===== src/rtl/vga_timing_gen_if.sv =====
// Pixel-side bundle of the VGA raster timing generator: pixel enable in,
// sync/blank/coordinates/strobes/frame counter out.
interface vga_timing_gen_if #(
    parameter int CW      = 11,
    parameter int FRAME_W = 8
);
    logic               enable;
    logic               hsync;
    logic               vsync;
    logic               blank;
    logic [CW-1:0]      x_pos;
    logic [CW-1:0]      y_pos;
    logic               line_start;
    logic               frame_start;
    logic               prefetch;
    logic [FRAME_W-1:0] frame_count;

    modport master (
        input  enable,
        output hsync, vsync, blank, x_pos, y_pos,
        output line_start, frame_start, prefetch, frame_count
    );

    modport slave (
        output enable,
        input  hsync, vsync, blank, x_pos, y_pos,
        input  line_start, frame_start, prefetch, frame_count
    );
endinterface


===== src/rtl/vga_timing_gen.sv =====
// Parametrised VGA/SVGA raster timing generator with registered outputs.
// Optional completed-frame counter is built only when VGA_FRAME_COUNT_EN is defined.
module vga_timing_gen #(
    parameter int WIDTH    = 800,
    parameter int HEIGHT   = 600,
    parameter int HFRONT   = 24,
    parameter int HSYNC    = 72,
    parameter int HBACK    = 128,
    parameter int VFRONT   = 1,
    parameter int VSYNC    = 2,
    parameter int VBACK    = 22,
    parameter bit HPOL     = 1'b1,
    parameter bit VPOL     = 1'b1,
    parameter int CW       = 11,
    parameter int PREFETCH = 2,
    parameter int FRAME_W  = 8
) (
    input  logic                  clk,
    input  logic                  reset_n,
    vga_timing_gen_if.master      bus
);
    localparam int HTOTAL = WIDTH + HFRONT + HSYNC + HBACK;
    localparam int VTOTAL = HEIGHT + VFRONT + VSYNC + VBACK;

    localparam logic [CW-1:0] H_LAST     = CW'(HTOTAL - 1);
    localparam logic [CW-1:0] V_LAST     = CW'(VTOTAL - 1);
    localparam logic [CW-1:0] H_ACT      = CW'(WIDTH);
    localparam logic [CW-1:0] V_ACT      = CW'(HEIGHT);
    localparam logic [CW-1:0] V_ACT_LAST = CW'(HEIGHT - 1);
    localparam logic [CW-1:0] HS_START   = CW'(WIDTH + HFRONT);
    localparam logic [CW-1:0] HS_END     = CW'(WIDTH + HFRONT + HSYNC);
    localparam logic [CW-1:0] VS_START   = CW'(HEIGHT + VFRONT);
    localparam logic [CW-1:0] VS_END     = CW'(HEIGHT + VFRONT + VSYNC);
    localparam logic [CW-1:0] PF_H       = CW'(HTOTAL - PREFETCH);

    if ((HTOTAL - 1) >= (1 << CW) || (VTOTAL - 1) >= (1 << CW)) begin : g_cw_check
        $error("vga_timing_gen: CW too narrow for HTOTAL/VTOTAL");
    end
    if (PREFETCH < 1 || PREFETCH > (HFRONT + HSYNC + HBACK)) begin : g_pf_check
        $error("vga_timing_gen: PREFETCH out of range");
    end

    logic          started_q, started_d;
    logic [CW-1:0] h_q, h_d;
    logic [CW-1:0] v_q, v_d;
    logic          frame_wrap_d;

    logic          hsync_q, hsync_d;
    logic          vsync_q, vsync_d;
    logic          blank_q, blank_d;
    logic [CW-1:0] x_q, x_d;
    logic [CW-1:0] y_q, y_d;
    logic          line_start_q, line_start_d;
    logic          frame_start_q, frame_start_d;
    logic          prefetch_q, prefetch_d;

    // Raster position: the first enabled edge after reset presents (0,0) without advancing.
    always_comb begin
        started_d    = started_q;
        h_d          = h_q;
        v_d          = v_q;
        frame_wrap_d = 1'b0;
        if (bus.enable) begin
            started_d = 1'b1;
            if (!started_q) begin
                h_d = {CW{1'b0}};
                v_d = {CW{1'b0}};
            end else if (h_q == H_LAST) begin
                h_d = {CW{1'b0}};
                if (v_q == V_LAST) begin
                    v_d          = {CW{1'b0}};
                    frame_wrap_d = 1'b1;
                end else begin
                    v_d = v_q + CW'(1);
                end
            end else begin
                h_d = h_q + CW'(1);
            end
        end else begin
            started_d = started_q;
        end
    end

    // Output decode of the position being loaded; levels hold and strobes drop when disabled.
    always_comb begin
        hsync_d       = hsync_q;
        vsync_d       = vsync_q;
        blank_d       = blank_q;
        x_d           = x_q;
        y_d           = y_q;
        line_start_d  = 1'b0;
        frame_start_d = 1'b0;
        prefetch_d    = 1'b0;
        if (bus.enable) begin
            hsync_d       = (h_d >= HS_START && h_d < HS_END) ? HPOL : ~HPOL;
            vsync_d       = (v_d >= VS_START && v_d < VS_END) ? VPOL : ~VPOL;
            blank_d       = ~(h_d < H_ACT && v_d < V_ACT);
            x_d           = (h_d < H_ACT && v_d < V_ACT) ? h_d : {CW{1'b0}};
            y_d           = (v_d < V_ACT) ? v_d : {CW{1'b0}};
            line_start_d  = (h_d == {CW{1'b0}});
            frame_start_d = (h_d == {CW{1'b0}}) && (v_d == {CW{1'b0}});
            // the line after V_LAST is line 0, which is always active
            prefetch_d    = (h_d == PF_H) && ((v_d == V_LAST) || (v_d < V_ACT_LAST));
        end else begin
            line_start_d = 1'b0;
        end
    end

    // State and output registers.
    always_ff @(posedge clk or negedge reset_n) begin
        if (!reset_n) begin
            started_q     <= 1'b0;
            h_q           <= {CW{1'b0}};
            v_q           <= {CW{1'b0}};
            hsync_q       <= ~HPOL;
            vsync_q       <= ~VPOL;
            blank_q       <= 1'b1;
            x_q           <= {CW{1'b0}};
            y_q           <= {CW{1'b0}};
            line_start_q  <= 1'b0;
            frame_start_q <= 1'b0;
            prefetch_q    <= 1'b0;
        end else begin
            started_q     <= started_d;
            h_q           <= h_d;
            v_q           <= v_d;
            hsync_q       <= hsync_d;
            vsync_q       <= vsync_d;
            blank_q       <= blank_d;
            x_q           <= x_d;
            y_q           <= y_d;
            line_start_q  <= line_start_d;
            frame_start_q <= frame_start_d;
            prefetch_q    <= prefetch_d;
        end
    end

    assign bus.hsync       = hsync_q;
    assign bus.vsync       = vsync_q;
    assign bus.blank       = blank_q;
    assign bus.x_pos       = x_q;
    assign bus.y_pos       = y_q;
    assign bus.line_start  = line_start_q;
    assign bus.frame_start = frame_start_q;
    assign bus.prefetch    = prefetch_q;

`ifdef VGA_FRAME_COUNT_EN
    logic [FRAME_W-1:0] frame_count_q;

    // Completed-frame counter, bumped on the same edge that presents (0,0) after a wrap.
    always_ff @(posedge clk or negedge reset_n) begin
        if (!reset_n) begin
            frame_count_q <= {FRAME_W{1'b0}};
        end else if (frame_wrap_d) begin
            frame_count_q <= frame_count_q + FRAME_W'(1);
        end else begin
            frame_count_q <= frame_count_q;
        end
    end

    assign bus.frame_count = frame_count_q;
`else
    assign bus.frame_count = {FRAME_W{1'b0}};
`endif

endmodule


===== src/flat_wrapper.sv =====
// flat-port wrapper written by rule: the top's interface ports become plain ports
module vga_timing_gen_flat 
#(
    parameter int WIDTH    = 800,
    parameter int HEIGHT   = 600,
    parameter int HFRONT   = 24,
    parameter int HSYNC    = 72,
    parameter int HBACK    = 128,
    parameter int VFRONT   = 1,
    parameter int VSYNC    = 2,
    parameter int VBACK    = 22,
    parameter bit HPOL     = 1'b1,
    parameter bit VPOL     = 1'b1,
    parameter int CW       = 11,
    parameter int PREFETCH = 2,
    parameter int FRAME_W  = 8
)
  (clk, reset_n, bus_enable, bus_hsync, bus_vsync, bus_blank, bus_x_pos, bus_y_pos, bus_line_start, bus_frame_start, bus_prefetch, bus_frame_count);
  vga_timing_gen_if #(.CW(CW), .FRAME_W(FRAME_W)) bus_i ();
  input  logic clk;
  input  logic reset_n;
  input wire logic [$bits(bus_i.enable)-1:0] bus_enable;
  output wire logic [$bits(bus_i.hsync)-1:0] bus_hsync;
  output wire logic [$bits(bus_i.vsync)-1:0] bus_vsync;
  output wire logic [$bits(bus_i.blank)-1:0] bus_blank;
  output wire logic [$bits(bus_i.x_pos)-1:0] bus_x_pos;
  output wire logic [$bits(bus_i.y_pos)-1:0] bus_y_pos;
  output wire logic [$bits(bus_i.line_start)-1:0] bus_line_start;
  output wire logic [$bits(bus_i.frame_start)-1:0] bus_frame_start;
  output wire logic [$bits(bus_i.prefetch)-1:0] bus_prefetch;
  output wire logic [$bits(bus_i.frame_count)-1:0] bus_frame_count;
  assign bus_i.enable = bus_enable;
  assign bus_hsync = bus_i.hsync;
  assign bus_vsync = bus_i.vsync;
  assign bus_blank = bus_i.blank;
  assign bus_x_pos = bus_i.x_pos;
  assign bus_y_pos = bus_i.y_pos;
  assign bus_line_start = bus_i.line_start;
  assign bus_frame_start = bus_i.frame_start;
  assign bus_prefetch = bus_i.prefetch;
  assign bus_frame_count = bus_i.frame_count;
  vga_timing_gen #(.WIDTH(WIDTH), .HEIGHT(HEIGHT), .HFRONT(HFRONT), .HSYNC(HSYNC), .HBACK(HBACK), .VFRONT(VFRONT), .VSYNC(VSYNC), .VBACK(VBACK), .HPOL(HPOL), .VPOL(VPOL), .CW(CW), .PREFETCH(PREFETCH), .FRAME_W(FRAME_W)) u_core (.clk(clk), .reset_n(reset_n), .bus(bus_i));
endmodule

===== config.mk =====
export PLATFORM = sky130hd
export DESIGN_NAME = vga_timing_gen_flat
export DESIGN_NICKNAME = d
export VERILOG_FILES = /design/src/rtl/vga_timing_gen_if.sv /design/src/rtl/vga_timing_gen.sv /design/src/flat_wrapper.sv
export SDC_FILE = /design/constraint.sdc
export NUM_CORES = 1
export LEC_CHECK = 0
export CAP_MARGIN = 30
export CORE_ASPECT_RATIO = 2
export CORE_MARGIN = 2
export CORE_UTILIZATION = 55
export DETAILED_ROUTE_END_ITERATION = 8
export GPL_TIMING_DRIVEN = 0
export PLACE_DENSITY = 0.8
export SYNTH_ARGS = -nofsm -noshare
export SYNTH_HDL_FRONTEND = slang
export SYNTH_SLANG_ARGS = --single-unit

===== constraint.sdc =====
create_clock -name clk -period 3.8 [get_ports clk]
set_input_delay 0.76 -clock clk [delete_from_list [all_inputs] [get_ports clk]]
set_output_delay 0.76 -clock clk [all_outputs]
set_load 0.005 [all_outputs]

* After elaboration in Yosys (flattened, before gate mapping) *
Index checks and enable logic that the tools add are counted.

storage, ports and cells
  output and inout port bits = 36
  register bits = 51
  input bits = 3
  word-level logic and storage cells = 47

operators by class
  add/subtract/negate cells = 2
  multiplexer cells = 14
  equal/unequal tests = 4
  $lt $le $gt $ge = 7
  bitwise gates (word level) = 1
  reductions and logical operators = 8

operators by type and width
  operator                 count
  $mux W11                 9
  $lt A11 B10 Y1 const B   5
  $eq A11 B10 Y1 const B   4
  $add A11 B1 Y11 const B  2
  $ge A11 B10 Y1 const B   2
  $logic_not A11 Y1        2
  $logic_and A1 B1 Y1      5
  $mux W1                  5
  $logic_or A1 B1 Y1       1
  $not A1 Y1               1

* Depth between registers and ports, before layout *
  depth after elaboration = 9
  mapped depth = 12
  mapped depth without buffers = 10

* Worst setup path after synthesis *
Ideal clock, no wire load.

  path type = reg-to-reg
  from = reg u_core.h_q[0]
  to = reg u_core.x_q[0], in the netlist u_core.bus.x_pos[0]
  period minus slack after synthesis = 3209 ps
  buffers on the path = 3
  arrival time = 3134 ps
  library setup time = 75 ps
  slack = 591 ps
  stages on the path, launching flop included = 13
  required time = 3725 ps
  path through = dfrtp_1 -> ha_1 -> buf_2 -> inv_1 -> or4_4 -> buf_6 -> o41ai_1 -> a21oi_1 -> a2111oi_4 -> o32ai_2 -> or3b_1 -> buf_2 -> o2bb2ai_2

between the ends
  word-level cells in the longest chain between the ends = 7
  elaborated cells on any way between the ends = 12
  classes of those cells = add/sub: 1; order compare: 2; eq/ne: 1; mux: 7; reduce/logical: 1

RTL lines
  element                                            line                                        RTL
  start, declared                                    vga_timing_gen.sv:44                        logic [CW-1:0] h_q, h_d;
  start signal, assigned                             vga_timing_gen.sv:113                       h_q <= {CW{1'b0}};
  $add A11 B1 Y11 or $eq A11 B10 Y1 (tied branches)  vga_timing_gen.sv:77, vga_timing_gen.sv:68
  $mux W11                                           vga_timing_gen.sv:68                        end else if (h_q == H_LAST) begin
  $mux W11                                           vga_timing_gen.sv:65                        if (!started_q) begin
  $mux W11                                           vga_timing_gen.sv:63                        if (bus.enable) begin
  $lt A11 B10 Y1                                     vga_timing_gen.sv:98                        x_d = (h_d < H_ACT && v_d < V_ACT) ? h_d : {CW{1'b0}};
  $logic_and A1 B1 Y1                                vga_timing_gen.sv:98
  $mux W11 *                                         vga_timing_gen.sv:98
  end signal, assigned                               vga_timing_gen.sv:118                       x_q <= {CW{1'b0}};
  end, declared                                      vga_timing_gen.sv:51                        logic [CW-1:0] x_q, x_d;

Every way passes the cells marked *; elsewhere a longest branch is shown, timed or not.
A chain may end at the register's enable or synchronous reset.

* Worst setup path in the final report *
  from = in bus_enable
  to = reg u_core.x_q[1], in the netlist u_core.bus.x_pos[1]

between the ends
  word-level cells in the longest chain between the ends = 4
  elaborated cells on any way between the ends = 6
  classes of those cells = order compare: 2; mux: 3; reduce/logical: 1

RTL lines
  element              line                  RTL
  start, declared      flat_wrapper.sv:22    input wire logic [$bits(bus_i.enable)-1:0] bus_enable;
  $mux W11             vga_timing_gen.sv:63
  via u_core.v_d[9]    vga_timing_gen.sv:45  logic [CW-1:0] v_q, v_d;
  $lt A11 B10 Y1       vga_timing_gen.sv:98
  $logic_and A1 B1 Y1  vga_timing_gen.sv:98
  $mux W11             vga_timing_gen.sv:98

The timed path passes the listed nets, and every way through them passes these cells.

==> Implementation_results.wiki <==
{| class="wikitable"
! Metric !! Value
|-
| Status || completed
|-
| Count of different cell masters after synthesis || 63
|-
| Number of vias in the routed layout || ~2600
|-
| Delay of the slowest critical-path stage || 0.64 ns
|-
| Number of sinks handled by clock tree synthesis || ~50
|-
| Maximum fanout along the worst path || 10
|-
| Average vias per placed instance || 6.19
|-
| Seq cells post-synth || 51
|-
| Storage cell area || between 1000 and 1500 sq um
|-
| Maximum number of pins on one net before global-route repair || 34
|-
| Placed Cells || 409
|-
| Clock tree from TritonCTS || built
|-
| Proportion of layout cells with a drive suffix above 1 || 13.7%
|-
| Number of antenna diodes || 0
|-
| Area delta synth->final || 17.9%
|-
| Non-filler instance count after layout || between 400 and 500
|-
| Antenna violations before repair || 0
|-
| Number of I/O pins || 39
|-
| GRT overflow || 0
|-
| CTS max path bufs || 2
|-
| Root Driver || clkbuf_8
|-
| Slew of the pin with the lowest slew margin || 0.794 ns
|-
| Seq/Total Area, Yosys || approximately 43%
|-
| Clock-pin slew of the registers on the worst-case setup and hold paths || 0.10 ns
|-
| Startpoint Class || input port
|-
| Most frequent standard cell in the layout excluding fill and tap cells || dfrtp_1
|-
| Hold-fix buffers at CTS || 0
|-
| Cell-by-cell listing of the critical path || clkdlybuf4s50_1 > clkinv_1 > nor2_4 > o21ai_2 > buf_6 > o21ai_1 > nand3_1 > o32ai_4 > or3b_1 > buf_2 > o2bb2ai_2
|-
| DP Worst Slack || -0.695 ns
|-
| Number of CTS-inserted buffers || 5
|-
| Share of synthesized flip-flops with an asynchronous set or reset || 100%
|-
| Final net count || 362
|-
| # fillers || 439
|-
| Max rail drop VDD || ~470 uV
|-
| GPL Wtd Cong || 0.944
|-
| PortBufs || 30
|-
| Routed wire per std cell || 18.6 um
|-
| Total area of multi-input combinational cells || 1540 sq um
|-
| Class of the worst hold path || input port to async pin
|-
| Setup skew after layout || 0.00470 ns
|-
| Data required time of the critical path || 4.02 ns
|-
| Effective utilization at floorplan || 56.2%
|-
| LEAKAGE || between 1 and 1.5 nW
|-
| Number of global-route vias before repair || 2576
|-
| Minimum clock period after layout || 3.70 ns
|-
| Post-synth EDFFs || 0
|-
| Synthesized instance count || 311
|-
| Total Wirelength || 7740 um
|-
| Leading cell types in the layout, fill and taps excluded || dfrtp_1, clkdlybuf4s50_1, nand2_1
|-
| Worst Setup Slack, final || roughly 0.10 ns
|-
| RSZ-0062 raised after global routing || no
|-
| Hold Vio Cnt, Final || 0
|-
| Main flop type after synthesis || dfrtp_1
|-
| H-tree depth || 2
|-
| Worst hold slack after final layout || 0.370 ns
|-
| Overall die height || 108 um
|-
| First DRT Iteration DRCs || 99
|-
| Yosys warning count || 0
|-
| CP Capture Type || register
|-
| Crit path DAT || 3.92 ns
|-
| Mean area per synthesized cell || 9.62 sq um
|-
| Number of DRC violations after detailed routing || 0
|-
| Chip width || 56.2 um
|-
| Post-synth design cell area || roughly 3000 sq um
|-
| Total iterations of the first detailed-routing run || 5
|-
| Half-perimeter wire length after detailed placement || ~5600 um
|-
| Power density over the cells || around 360 nW/um^2
|-
| Area of the placeable core || 5330 sq um
|-
| Global routing usage summed across all routing layers || between 20% and 30%
|-
| Tot Pwr || about 1.3 mW
|-
| Clock latency at the later pin of the worst-skew pair || between 0.3 and 0.4 ns
|-
| Total of max-cap violations || 0
|-
| Slew Viols, Final || 0
|-
| First-pass GRT wire length || 12700 um
|-
| Area of the die || 6080 sq um
|-
| Share of the clock period used by the worst path || a little over nine tenths
|-
| Row cnt || 38
|-
| Worst rel slew slack || 46.3%
|-
| Final setup violation count || 0
|-
| Maximum clock frequency || 270 MHz
|-
| Final ANT Viol Nets || 0
|-
| Crit-path slowest cell || clkdlybuf4s50_1
|-
| Startpoint-to-endpoint class of the critical path || input port to register
|}
[flip-flops by register name, summed over array words and instances, names as in the netlist]
name                    count
u_core.bus.x_pos           11
u_core.bus.y_pos           11
u_core.h_q                 11
u_core.v_q                 11
u_core.bus.blank            1
u_core.bus.frame_start      1
u_core.bus.hsync            1
u_core.bus.line_start       1
u_core.bus.prefetch         1
u_core.bus.vsync            1
u_core.started_q            1
[cell families after synthesis]
kind of cell	Yosys count	synth area share, %
AOI/OAI and AO/OA	84	23.1
xor gates and xnor gates	14	4.10
adders and majority gates	3	1.25
buffers and inverters	46	7.73
DFF	51	42.7
muxes	4	1.38
other	1	0.125
and+or+nand+nor	108	19.6
[worst paths after layout]
kind,endpoint,slack [ns],startpoint,cells past startpoint
min,u_core.bus.y_pos[4]$_DFFE_PN0P_,0.37,reset_n,1
min in group clk,u_core.bus.hsync$_DFFE_PN0P_,0.49,u_core.bus.hsync$_DFFE_PN0P_,1
min reg2reg,u_core.bus.hsync$_DFFE_PN0P_,0.49,u_core.bus.hsync$_DFFE_PN0P_,1
max reg2reg,u_core.bus.x_pos[1]$_DFFE_PN0P_,0.22,u_core.h_q[0]$_DFF_PN0_,12
max,u_core.bus.x_pos[1]$_DFFE_PN0P_,0.10,bus_enable,11
max in group asynchronous,u_core.bus.blank$_DFFE_PN1P_,2.83,reset_n,2
[synth_stat cells, types with 6 or more instances]
cell       count  share of area [%]
xnor2_1        8                2.3
nand2b_1       8                1.7
nand3_1       15                2.5
nor2_1        16                2.0
a21oi_1       12                2.0
dfrtp_1       50                 42
clkbuf_1       9                1.1
buf_4          8                2.0
o21ai_0       13                2.2
o2bb2ai_1     14                4.1
o2bb2ai_2      6                3.0
inv_1         18                2.3
nand2_1       26                3.3
xor2_1         6                1.8
[worst max-delay path: cells and delay by family]
family                 cells  cell delay [ns]
AND/OR/NAND/NOR            3             0.73
buffers and inverters      4             1.42
AO/OA/AOI/OAI              4             0.99
[power breakdown]
group          leakage [nW]  internal [mW]  switching, mW
Combinational         0.776          0.132          0.146
Clock                0.0408          0.132          0.201
Sequential            0.657          0.595         0.0526
Total                  1.47          0.859          0.401
[per-layer routing]
layer / vias up / part of all wire, % / global-route usage (%)
li1: 1209 / - / -
met1: 1240 / 43 / 34.8
met2: 106 / 48 / 42.7
met3: 27 / 5.5 / 4.55
met4: 0 / 3.6 / 14.3
met5: - / 0 / 0
[layout make-up]
type,instances,share of cell area (%)
clock buffer,5,1.95
inverter,19,2.02
clock inverter,3,0.674
buffer,27,4.57
timing repair buffer,31,8.93
tap,60,2.13
multi-input combinational,221,43.5
sequential,51,36.2
[repair_timing]
item / in CTS / in global routing
endpoints found under the hold margin: 0 / 0
pin swaps: 0 / 0
endpoints found under the setup margin: 20 / 6
buffers inserted: 0 / 0
gates resized for setup: 4 / 4
[through the flow]
step,util (%),instance area [sq um],TNS [ns]
floorplan,-,3020,0
global placement,63.7,3390,-11.63
detailed placement,64.0,3410,-11.97
CTS,66.1,3520,0
global route,66.3,3530,0
finish,66.3,3530,0
(Power assumes the default switching activity.)
